===== src/rtl/quad_decoder.sv =====
// quad_decoder: synchronised quadrature decoder with up/down position count and illegal-step detection
module quad_decoder #(
    parameter int WIDTH       = 8,
    parameter int SYNC_STAGES = 2,
    parameter bit WRAP        = 1'b1
) (
    input  logic             clk,
    input  logic             rst,
    input  logic             a_in,
    input  logic             b_in,
    input  logic             clr,
    output logic [WIDTH-1:0] count,
    output logic             up,
    output logic             step,
    output logic             err,
    output logic             err_flag
);
    localparam logic [1:0] S_INIT = 2'd0, S_LOAD = 2'd1, S_RUN = 2'd2;
    logic [SYNC_STAGES-1:0] r_a_sync, r_b_sync;
    logic [1:0] r_state, r_wait, r_prev;
    logic [1:0] w_s, w_pos, w_prev_pos, w_diff;
    logic w_run, w_inc, w_dec, w_bad;
    logic [WIDTH-1:0] w_next;

    assign w_s = {r_a_sync[SYNC_STAGES-1], r_b_sync[SYNC_STAGES-1]};
    // Gray phase to quadrant index (00,10,11,01 -> 0,1,2,3) so a step is a +/-1 difference
    assign w_pos = {w_s[0], ^w_s};
    assign w_prev_pos = {r_prev[0], ^r_prev};
    assign w_diff = w_pos - w_prev_pos;
    assign w_run = r_state == S_RUN;
    assign w_inc = w_run && w_diff == 2'd1;
    assign w_dec = w_run && w_diff == 2'd3;
    assign w_bad = w_run && w_diff == 2'd2;

    // Next position: wrap modulo 2^WIDTH or hold at the range limits
    always_comb begin
        w_next = count;
        if (w_inc) w_next = (WRAP || count != '1) ? count + 1'b1 : count;
        else if (w_dec) w_next = (WRAP || count != '0) ? count - 1'b1 : count;
    end

    // Input synchroniser chains for the asynchronous phases
    always_ff @(posedge clk) begin
        if (rst) begin
            r_a_sync <= '0;
            r_b_sync <= '0;
        end else begin
            r_a_sync <= {r_a_sync[SYNC_STAGES-2:0], a_in};
            r_b_sync <= {r_b_sync[SYNC_STAGES-2:0], b_in};
        end
    end

    // Sequencer: flush the synchroniser, load prev once, then track prev every cycle
    always_ff @(posedge clk) begin
        if (rst) begin
            r_state <= S_INIT;
            r_wait <= '0;
            r_prev <= '0;
        end else if (r_state == S_INIT) begin
            r_wait <= r_wait + 1'b1;
            if (r_wait == 2'(SYNC_STAGES - 1)) r_state <= S_LOAD;
        end else begin
            r_prev <= w_s;
            r_state <= S_RUN;
        end
    end

    // Registered outputs; clr wins over a coincident count or error update
    always_ff @(posedge clk) begin
        if (rst) begin
            count <= '0;
            up <= 1'b1;
            step <= 1'b0;
            err <= 1'b0;
            err_flag <= 1'b0;
        end else begin
            count <= clr ? '0 : w_next;
            step <= w_inc || w_dec;
            err <= w_bad;
            err_flag <= !clr && (err_flag || w_bad);
            if (w_inc || w_dec) up <= w_inc;
        end
    end
endmodule


===== config.mk =====
export PLATFORM = sky130hd
export DESIGN_NAME = quad_decoder
export DESIGN_NICKNAME = d
export VERILOG_FILES = /design/src/rtl/quad_decoder.sv
export SDC_FILE = /design/constraint.sdc
export NUM_CORES = 1
export LEC_CHECK = 0
export ABC_AREA = 1
export BUFFER_PORTS_ARGS = -buffer_cell sky130_fd_sc_hd__buf_4
export CAP_MARGIN = 10
export CORE_UTILIZATION = 52
export CTS_BUF_LIST = sky130_fd_sc_hd__clkbuf_8
export CTS_CLUSTER_SIZE = 30
export DETAILED_ROUTE_END_ITERATION = 6
export PLACE_DENSITY = 0.76
export RECOVER_POWER = 50
export SLEW_MARGIN = 20
export SYNTH_ARGS = -nofsm -noshare
export SYNTH_HDL_FRONTEND = slang
export SYNTH_SLANG_ARGS = --single-unit
export TNS_END_PERCENT = 5

===== constraint.sdc =====
create_clock -name clk -period 2.5 [get_ports clk]
set_clock_uncertainty 0.15 [all_clocks]
set_input_delay 0.125 -clock clk [delete_from_list [all_inputs] [get_ports clk]]
set_output_delay 0.125 -clock clk [all_outputs]
set_load 0.05 [all_outputs]

Word-level counts from Yosys, hierarchy flattened --
Cells that the tools add are included.
Word-level totals: register bits after elaboration 22, word-level logic and storage cells 39, output and inout port bits 12
Cells by class: $add $sub $neg 4, equality and inequality tests 6, muxes and demuxes 4, bitwise gates (word level) 1, reduce and logical (&&, ||, !) cells 13
Operators by type and width (count):
- $mux 8 | 2
- $add 8x1->8 const B | 1
- $sub 8x1->8 const B | 1
- $eq 2x2->1 const B | 3
- $eq 2x1->1 const B | 2
- $logic_and 1x1->1 | 4
- $mux 2 | 2
- $reduce_or 2->1 | 2
- $reduce_xor 2->1 | 2
- $add 2x1->2 const B | 1
- $logic_not 2->1 | 1
- $logic_or 1x1->1 | 2
- $ne 2x1->1 const B | 1
- $reduce_bool 2->1 | 1
- $sub 2x2->2 | 1
- $logic_not 1->1 | 1
- $not 1->1 | 1

Logic depth before layout (Yosys ltp) --
word-level depth 6, mapped depth 16

Least setup slack after synthesis --
OpenSTA, ideal clock, no wires.
path kind register to register, start register r_prev[0], end register count[7], arrival time 2178 ps, buffers on the path 0, period minus slack after synthesis 2445 ps, data required time 2233 ps, setup slack 55 ps, cell stages (with the launch flop) 13, path through dfxtp_1 xor2_1 ha_1 nor2_4 nand3_2 ha_1 or2_4 nand2_4 nor2_2 nor2_2 nand2_2 a21oi_1 nor2_1
On the way: longest elaborated chain between the ends 5, elaborated cells on any way between the ends 8
Ends and longest elaborated chain:
- start, declared | RTL line 20 | logic [1:0] r_state, r_wait, r_prev;
- start signal, assigned | RTL line 63 | r_prev <= w_s;
- $reduce_xor 2->1 | RTL line 28 | assign w_prev_pos = {r_prev[0], ^r_prev};
- $sub 2x2->2 * | RTL line 29 | assign w_diff = w_pos - w_prev_pos;
- $eq 2x1->1 or $eq 2x2->1 (tied branches) | RTL line 31, 32
- $logic_and 1x1->1 (on tied branches) | RTL line 31, 32
- $mux 8 or $reduce_bool 2->1 (tied branches)
- end signal, assigned | RTL line 77 | count <= clr ? '0 : w_next;
- end, declared | RTL line 12 | output logic [WIDTH-1:0] count,
Every way passes the cells marked *; elsewhere a longest branch is shown, timed or not. A chain may end at the register's enable or synchronous reset.

Final worst setup path --
Same ends and word-level chain as after synthesis.

==> flow_summary_export.csv <==
group,metric,value,unit
run_status,outcome,"complete, but fails checks",
run_status,violations,"negative setup slack",
global_route,grt_pass1_wl,4.65,mm
detailed_routing,first_pass_iters,4,
setup_path,end_kind,"flop",
timing,fin_crit,2.55,ns
setup_path,cp_max_fo,8,
layout,final_common_cell,"inv_1",
placement,port_buffers,16,
layout,stdcell_count,214,
die,die_area,2460,um2
placement,place_area,1350,um2
global_route,grt.overflow.total,0,
setup_path,required,2.57,ns
clock_network,htree_levels,1,
timing,slew_viol_final,0,
die,io_pins,17,
setup_path,critical_path_class,"reg -> reg",
timing,rsz0062_at_grt,"yes",
yosys,ys_types,26,
hold_path,worstHoldPathType,"in -> reg",
detailed_routing,routed_via_density,5.28,
layout,mostFrequentLayoutCells,"inv_1 (26), nand2_1 (22), buf_4 (21), dfxtp_1 (19), nor2_1 (15)",
clock_network,path_clk_slew,0.09,ns
global_route,grt_pass1_vias,1126,
flow_run,drv_cap,0,
die,row_count,16,
global_route,antenna_found_initial,0,
layout,fill_cells,150,
die,die_w,49.6,um
yosys,yosysSeqAreaShare,0.374,
detailed_routing,post_drt_wl_per_cell,14.0,um
detailed_routing,dr.first_iter.drc_count,29,
timing,finalSetupViolCount,1,
clock_network,cts_buffers,3,
detailed_routing,post-route-drc-count,0,
layout,multi_input_area,708,um2
detailed_routing,ant_nets,0,
yosys,synth_nets,169,
pwr,power.leakage,0.759,nW
global_route,grt_usage,0.249,
setup_path,cp-start-kind,"flop",
timing,hold_viol,0,
setup_path,cp.arrival,2.61,ns
timing,fin_crit_sh,1.02,
layout,seq_area,444,um2
placement,gp_congestion,0.805,
yosys,syn_area_per_cell,7.60,um2
pwr,powerDensity,761,nW/um2
layout,antenna_cells,0,
placement,dp_hpwl,1.65,mm
placement,place_ws,-0.0416,ns
die,fp.dieH,49.6,um
yosys,synthesis.area,1180,um2
timing,slew_headroom,0.577,
yosys,ys_ff_latch,22,
yosys,yosysWarnings,0,
clock_network,clk_latency,0.27,ns
timing,clock.fmax,0.393,GHz
pwr,peakVddDrop,0.532,mV
clock_network,tritoncts,"done",
clock_network,clockBufferDepth,2,
placement,post-place-cells,200,
layout,syn2layout_area_growth,34.5,%
layout,drive_gt1_frac,0.294,
yosys,synth_cells,155,
clock_network,clock-root-buffer,"clkbuf_8",
die,start_util,0.577,
detailed_routing,wl,3.01,mm
detailed_routing,vias,1129,
timing,tightest_slew,0.632,ns
layout,fin_area,1590,um2
timing,setup_ws,-0.0474,ns
global_route,grt_max_degree,15,
layout,final_nets,202,
clock_network,clkSinkCount,22,
die,design.core.area,2040,um2
==> metal layers <==
layer | track usage | vias to the layer above | routed length (um)
met4 | 0.0667 | 0 | 77
met1 | 0.286 | 537 | 1300
met5 | 0 | - | 0
met3 | 0.0401 | 11 | 97
li1 | - | 554 | -
met2 | 0.466 | 27 | 1530
==> cells by family after synthesis <==
kind of cell	share of synthesized area
compound gates	0.110
xor+xnor	0.0297
fa+ha+maj	0.102
buf+inv	0.104
flops	0.374
simple gates	0.280
==> area by class of cell <==
cell class,count,area share
Sequential cell,22,0.280
Timing Repair Buffer,30,0.140
Multi-Input combinational cell,103,0.447
Tap cell,27,0.0213
Inverter,28,0.0663
Clock buffer,3,0.0260
Clock inverter,1,0.0189
==> where the power goes <==
| group | internal, mW | total, mW | leakage, nW | switching (mW) |
|---|---|---|---|---|
| Clock | 0.214 | 0.338 | 0.0357 | 0.124 |
| Combinational | 0.174 | 0.444 | 0.543 | 0.270 |
| Sequential | 0.394 | 0.425 | 0.181 | 0.0309 |
==> flip-flops by register name (all words and copies together) (netlist names), 2 cells and up <==
name,flops
count,8
r_state,2
r_a_sync,2
r_wait,2
r_prev,2
r_b_sync,2
==> worst max-delay path: stages (launching register included) <==
cell and delay, ns:
dfxtp_2 0.33, xor2_1 0.17, ha_1 0.35, nor2_4 0.13, nand3_4 0.20, ha_4 0.38, nand2_1 0.06, nor2_2 0.15
nand3_1 0.13, nand2_1 0.11, nand2_2 0.08, nand3_2 0.08, nand2_2 0.05, nor2_2 0.11
==> metrics by stage <==
step | total power, mW | hold slack, ns | utilization | TNS (ns)
2_1_floorplan | 0.701 | 0.0820 | - | 0
3_3_place_gp | 0.763 | 0.175 | 0.659 | 0
3_5_place_dp | 0.778 | 0.183 | 0.659 | -0.0416
4_1_cts | 1.14 | 0.100 | 0.741 | 0
5_1_grt | 1.27 | 0.148 | 0.776 | -0.511
6_report | 1.21 | 0.113 | 0.776 | -0.0474
==> timing repair <==
item / 4_1_cts / 5_1_grt
setup buffers: 0 / 5
gates resized for setup: 5 / 12
hold buffers: 5 / 0
endpoints found under the hold margin: 8 / 0
pin swaps: 1 / 12
endpoints found under the setup margin: 1 / 5
==> final timing paths <==
check / slack [ns] / from / cells after the start / to
setup / recovery: -0.05 / r_prev[0] / 13 / count[7]
hold / removal: 0.11 / clr / 4 / count[7]
setup reg to reg: -0.05 / r_prev[0] / 13 / count[7]
hold reg to reg: 0.26 / r_a_sync[0] / 2 / r_a_sync[1]
==> synthesized netlist by cell type (all sizes together) <==
master	count	area, um2
ha	8	100
o211ai	1	7.51
xor2	1	8.76
a21oi	11	55.1
nand3	10	65.1
nand4	4	25.0
or2	2	15.0
clkbuf	2	17.5
nand2	30	128
nand3b	1	7.51
o21ai	6	30.0
nor2	20	90.1
inv	28	105
o21bai	1	7.51
fa	1	20.0
o21a	4	30.0
dfxtp	22	440
xnor2	3	26.3
Power figures use the tool's default switching activity.
